$ cat config.mk
export PLATFORM = sky130hd
export DESIGN_NAME = init_array_s
export DESIGN_NICKNAME = d
export VERILOG_FILES = /design/src/rtl/init_array_s.sv
export SDC_FILE = /design/constraint.sdc
export NUM_CORES = 1
export LEC_CHECK = 0
export BUFFER_PORTS_ARGS = -buffer_cell sky130_fd_sc_hd__buf_2
export CORE_MARGIN = 10
export CORE_UTILIZATION = 51
export CTS_CLUSTER_DIAMETER = 150
export DETAILED_ROUTE_END_ITERATION = 12
export GPL_TIMING_DRIVEN = 0
export PLACE_DENSITY = 0.94
export SLEW_MARGIN = 20
export SYNTH_ARGS = -nofsm -noshare
export SYNTH_HDL_FRONTEND = slang
export SYNTH_SLANG_ARGS = --single-unit
$ cat constraint.sdc
create_clock -name clk1 -period 3.6 [get_ports clk1]
set_clock_uncertainty 0.2 [all_clocks]
set_input_delay 0.72 -clock clk1 [delete_from_list [all_inputs] [get_ports clk1]]
set_output_delay 0.72 -clock clk1 [all_outputs]
set_load 0.005 [all_outputs]
$ cat src/rtl/init_array_s.sv
// Sequencer that fills the RC5 S array in external memory with S[i] = S[i-1] + qW (mod 2^w).
// Optional INIT_ARRAY_S_SEED_EN: generate the whole sequence internally from pW, ignoring S_sub_i.
module init_array_s #(
  parameter int             b        = 16,
  parameter int             b_length = 4,
  parameter int             w        = 32,
  parameter int             t        = 26,
  parameter int             t_length = 5,
  parameter logic [w-1:0]   qW       = 32'h9E3779B9
`ifdef INIT_ARRAY_S_SEED_EN
  ,
  parameter logic [w-1:0]   pW       = 32'hB7E15163
`endif
) (
  input  logic                clk1,
  input  logic                rst,
  input  logic [w-1:0]        S_sub_i,
  output logic [t_length-1:0] S_address,
  output logic [w-1:0]        S_sub_i_prima,
  output logic                done
);

  // Key-length parameters only exist so this block drops into the key-schedule wrapper unchanged.
  localparam int unused_key_params = b + b_length;

  localparam logic [t_length-1:0] LAST_ADDR = t_length'(t - 1);
`ifdef INIT_ARRAY_S_SEED_EN
  localparam logic [t_length-1:0] FIRST_ADDR = '0;
`else
  localparam logic [t_length-1:0] FIRST_ADDR = t_length'(1);
`endif

  typedef enum logic [1:0] {
    ST_START = 2'd0,
    ST_RUN   = 2'd1,
    ST_DONE  = 2'd2
  } state_t;

  state_t state;

`ifdef INIT_ARRAY_S_SEED_EN
  logic [w-1:0] acc;
  logic         unused_read_data;

  assign unused_read_data = ^S_sub_i;
`endif

  always_ff @(posedge clk1 or posedge rst) begin
    if (rst) begin
      state     <= ST_START;
      S_address <= '0;
      done      <= 1'b0;
`ifdef INIT_ARRAY_S_SEED_EN
      acc       <= '0;
`endif
    end else begin
      case (state)
        ST_START: begin
          S_address <= FIRST_ADDR;
`ifdef INIT_ARRAY_S_SEED_EN
          acc       <= pW;
`endif
          state     <= ST_RUN;
        end
        ST_RUN: begin
`ifdef INIT_ARRAY_S_SEED_EN
          acc <= acc + qW;
`endif
          // The last word is written on this edge; the address then parks at t-1.
          if (S_address == LAST_ADDR) begin
            state <= ST_DONE;
            done  <= 1'b1;
          end else begin
            S_address <= S_address + 1'b1;
          end
        end
        ST_DONE: begin
          done      <= 1'b1;
          S_address <= LAST_ADDR;
        end
        default: begin
          state     <= ST_START;
          S_address <= '0;
          done      <= 1'b0;
        end
      endcase
    end
  end

  always_comb begin
    S_sub_i_prima = '0;
    if (state == ST_RUN) begin
`ifdef INIT_ARRAY_S_SEED_EN
      S_sub_i_prima = acc;
`else
      S_sub_i_prima = S_sub_i + qW;
`endif
    end
  end

endmodule

# Word level (Yosys, flattened, before mapping)
# Cells that the tools add are included.
# word_totals
reg_bits	8
in_bits	34
word_cells	22
# classes
n_addsub	2
eq_ne	5
n_mux	7
n_bitwise	2
n_reduce_logical	3
# op_table
op	n
$add A32 B32 Y32 const B	1
$mux W32	1
$pmux W5 S3	1
$pmux W2 S3	1
$add A5 B1 Y5 const B	1
$eq A5 B5 Y1 const B	1
$mux W5	1
$ne A2 B2 Y1 const B	2
$reduce_and A2 Y1	2
$pmux W1 S3	1
$eq A2 B1 Y1 const B	1
$eq A2 B2 Y1 const B	1
$logic_not A2 Y1	1
$mux W2	1
$not A1 Y1	2
$mux W1	1

# Logic depth before layout (Yosys ltp)
# depth
depth_word	3
mapped_depth	7
depth_no_buf	7

# Worst setup path after synthesis
# No wires, ideal clock.
# synth_path
path_kind	input -> output
start	in S_sub_i[13]
end	out S_sub_i_prima[27]
arrival_ns	2.139
required_ns	2.680
setup_slack_ns	0.541
path_stages	6
n_path_buf	1
cell_sequence	buf_6 -> or4_4 -> o21ai_4 -> nand4_2 -> a211oi_2 -> mux2i_1
# synth_via
elab_chain_cells	2
# synth_rtl
element	line_no	text
from (decl)	17	input logic [w-1:0] S_sub_i,
$add A32 B32 Y32	96	S_sub_i_prima = S_sub_i + qW;
$mux W32	92	if (state == ST_RUN) begin
to (decl)	19	output logic [w-1:0] S_sub_i_prima,
# No other way between the ends.

# Worst setup path after layout
# layout_path
start	in S_sub_i[18]
end	out S_sub_i_prima[31]
# The elaborated chain is that of the path after synthesis.

==> run_results.csv <==
group,metric,value,unit
status,status,"completed",
synthesis,seq_area_frac_synth,13.0,%
grt,grt_pass1_vias,1751,
finish,final_common_cell,"buf_2",
finish,fin_area,1940,um2
clock_tree,cts_resized,0,
detailed_routing,detail-route-antenna-nets,0,
critical_path,r2r-end,"state[1]",
detailed_routing,drt-pass1-iter-count,4,
finish,n_fill_cell,249,
sta,final.setup.worst_slack,0.167,ns
grt,antenna_found_initial,0,
finish,area_growth,25.9,%
detailed_routing,wl,5160,um
finish,seqCellArea,200,um2
finish,antenna_cells,0,
critical_path,reg2reg_depth,6,
synthesis,synth_fp_nets,265,
detailed_routing,drtIter0Drc,222,
synthesis,synth_edf_count,0,
finish,multi_input_area,1250,um2
job,cap_violations,0,
sta,setup_viol_count_final,0,
sta,worstMarginPinSlew,0.662,ns
power_and_ir_drop,ir_worst_vdd,188,uV
grt,grt_pass1_wl,8070,um
clock_tree,clock_path_buffers,2,
detailed_routing,drc,0,
floorplanning,io_pins,72,
place,gp_congestion,0.950,
place,dp_hpwl,4230,um
clock_tree,cts_root_buffer,"clkbuf_4",
synthesis,ys_ff_latch,8,
clock_tree,tritoncts,"built",
sta,rsz0062_at_grt,"no",
synthesis,ys_async_sr_fraction,100,%
critical_path,crit_path_max_fanout,6,
synthesis,yosys_warnings,0,
synthesis,synth_cells,224,
critical_path,r2r_slack,1.40,ns
critical_path,critical_path_required,2.68,ns
sta,post-route-min-period,3.43,ns
sta,relSlewSlack,54.7,%
detailed_routing,vias_per_cell,5.99,
sta,tns,0,ns
synthesis,synthFlopType,"dfrtp_1",
floorplanning,die_w,75.0,um
sta,hold_violations,0,
power_and_ir_drop,power.static_leakage,0.896,nW
clock_tree,cts_setup_buffers,0,
synthesis,synth.cell_area,1540,um2
critical_path,startpoint_type,"input pin",
floorplanning,fp.dieH,75.0,um
clock_tree,cts_num_sinks,8,
place,io_buffer_count,67,
finish,layout-drive-gt1-share,27.9,%
grt,grt_max_degree,11,
finish,layout_common_cells,"buf_2, nor2_1, nand2_1, o21ai_0, a21oi_1",
detailed_routing,vias,1947,
critical_path,cp-end-kind,"output pin",
synthesis,synthDistinctLibCells,49,
critical_path,worst-setup-path-type,"in2out",
sta,period_share,95.4,%
synthesis,synth.avg_cell_area,6.88,um2
clock_tree,cts_buffers,3,
power_and_ir_drop,powerDensity,138,nW/um2
clock_tree,path_clk_slew,0.05,ns
place,placed_area,1910,um2
detailed_routing,wl_per_cell,15.9,um
floorplanning,core,2830,um2
finish,postLayoutCoreUtil,68.6,%
floorplanning,start_util,54.4,%
floorplanning,die-area,5620,um2
critical_path,cp.arrival,2.51,ns
clock_tree,cts_hold_buf,0,
finish,nets,337,
critical_path,reg2reg_from,"state[1]",
grt,grtUsageTotal,17.5,%
place,place_ws,0.230,ns
grt,grt_overflow,0,
floorplanning,rows,19,
clock_tree,htreeDepth,1,
clock_tree,clkLatencyLatePin,0.26,ns
sta,slew_violations,0,
sta,max_freq,0.291,GHz
worst_hold_path,min_path_type,"in2async",
-- worst max-delay path: stages --
cell      delay, ns
buf_2          0.13
or3_1          0.36
clkbuf_1       0.17
a21oi_1        0.44
o21ai_0        0.16
a21oi_1        0.18
mux2i_1        0.22
buf_2          0.14
-- worst max-delay path by stage --
stage	from	endpoint	slack, ns	cells past startpoint
after global placement	S_sub_i[18]	S_sub_i_prima[31]	0.26	8
after detailed placement	S_sub_i[18]	S_sub_i_prima[31]	0.23	8
after CTS	state[1]	S_sub_i_prima[29]	0.01	8
after global routing	S_sub_i[18]	S_sub_i_prima[31]	0.04	8
after floorplan	S_sub_i[13]	S_sub_i_prima[27]	0.54	6
final	S_sub_i[18]	S_sub_i_prima[31]	0.17	8
-- stage by stage --
stage	cells	total power, mW	hold WS (ns)
after global placement	322	0.194	0.295
after CTS	325	0.266	0.207
final	325	0.268	0.192
after floorplan	224	0.155	0.293
after detailed placement	322	0.197	0.312
after global routing	325	0.283	0.214
-- synth_stat cells, types with 4 or more instances --
master | count | area, um2
a21oi_1 | 16 | 80.1
and2_1 | 4 | 25.0
clkbuf_1 | 10 | 37.5
dfrtp_1 | 8 | 200
ha_1 | 7 | 87.6
inv_1 | 11 | 41.3
mux2i_1 | 6 | 60.1
nand2_1 | 23 | 86.3
nand2b_1 | 7 | 43.8
nand3_1 | 8 | 40.0
nor2_1 | 26 | 97.6
nor3_1 | 6 | 30.0
o21a_1 | 4 | 30.0
o21ai_0 | 17 | 85.1
or3_1 | 8 | 50.1
xnor2_1 | 12 | 105
xor2_1 | 4 | 35.0
-- cell families (layout without fill, tap and decap cells) --
kind of cell / after synthesis / after routing / share of synthesized area, %
AND/OR/NAND/NOR: 98 / 98 / 32.6
AO/OA/AOI/OAI: 66 / 66 / 29.2
buffers and inverters: 22 / 92 / 5.85
XOR/XNOR: 16 / 16 / 9.10
flip-flops: 8 / 8 / 13.0
adder cells (fa/ha/maj): 7 / 7 / 5.69
multiplexers: 7 / 7 / 4.63
-- area by class of cell --
cell class	count	area share, %
Multi-Input combinational cell	194	64.5
Timing Repair Buffer	67	17.3
Sequential cell	8	10.3
Buffer	11	2.65
Inverter	11	2.13
Tap cell	31	2.00
Clock buffer	3	1.16
-- state kept, by name, indices dropped and copies added, names as in the netlist --
name	count
S_address	5
done	1
state	2
-- power by group --
| part | internal (mW) | switching (mW) |
|---|---|---|
| clock network | 0.0382 | 0.0317 |
| registers | 0.0901 | 0 |
| logic | 0.0450 | 0.0627 |
-- routing by layer --
layer | track usage, % | vias up | share of wire (%)
met5 | 0 | - | 0
met4 | 5.88 | 0 | 1.5
met3 | 2.63 | 11 | 8.8
met2 | 32.0 | 93 | 49
met1 | 20.1 | 883 | 41
li1 | - | 960 | -
No activity file was read; power rests on OpenSTA's default activity.
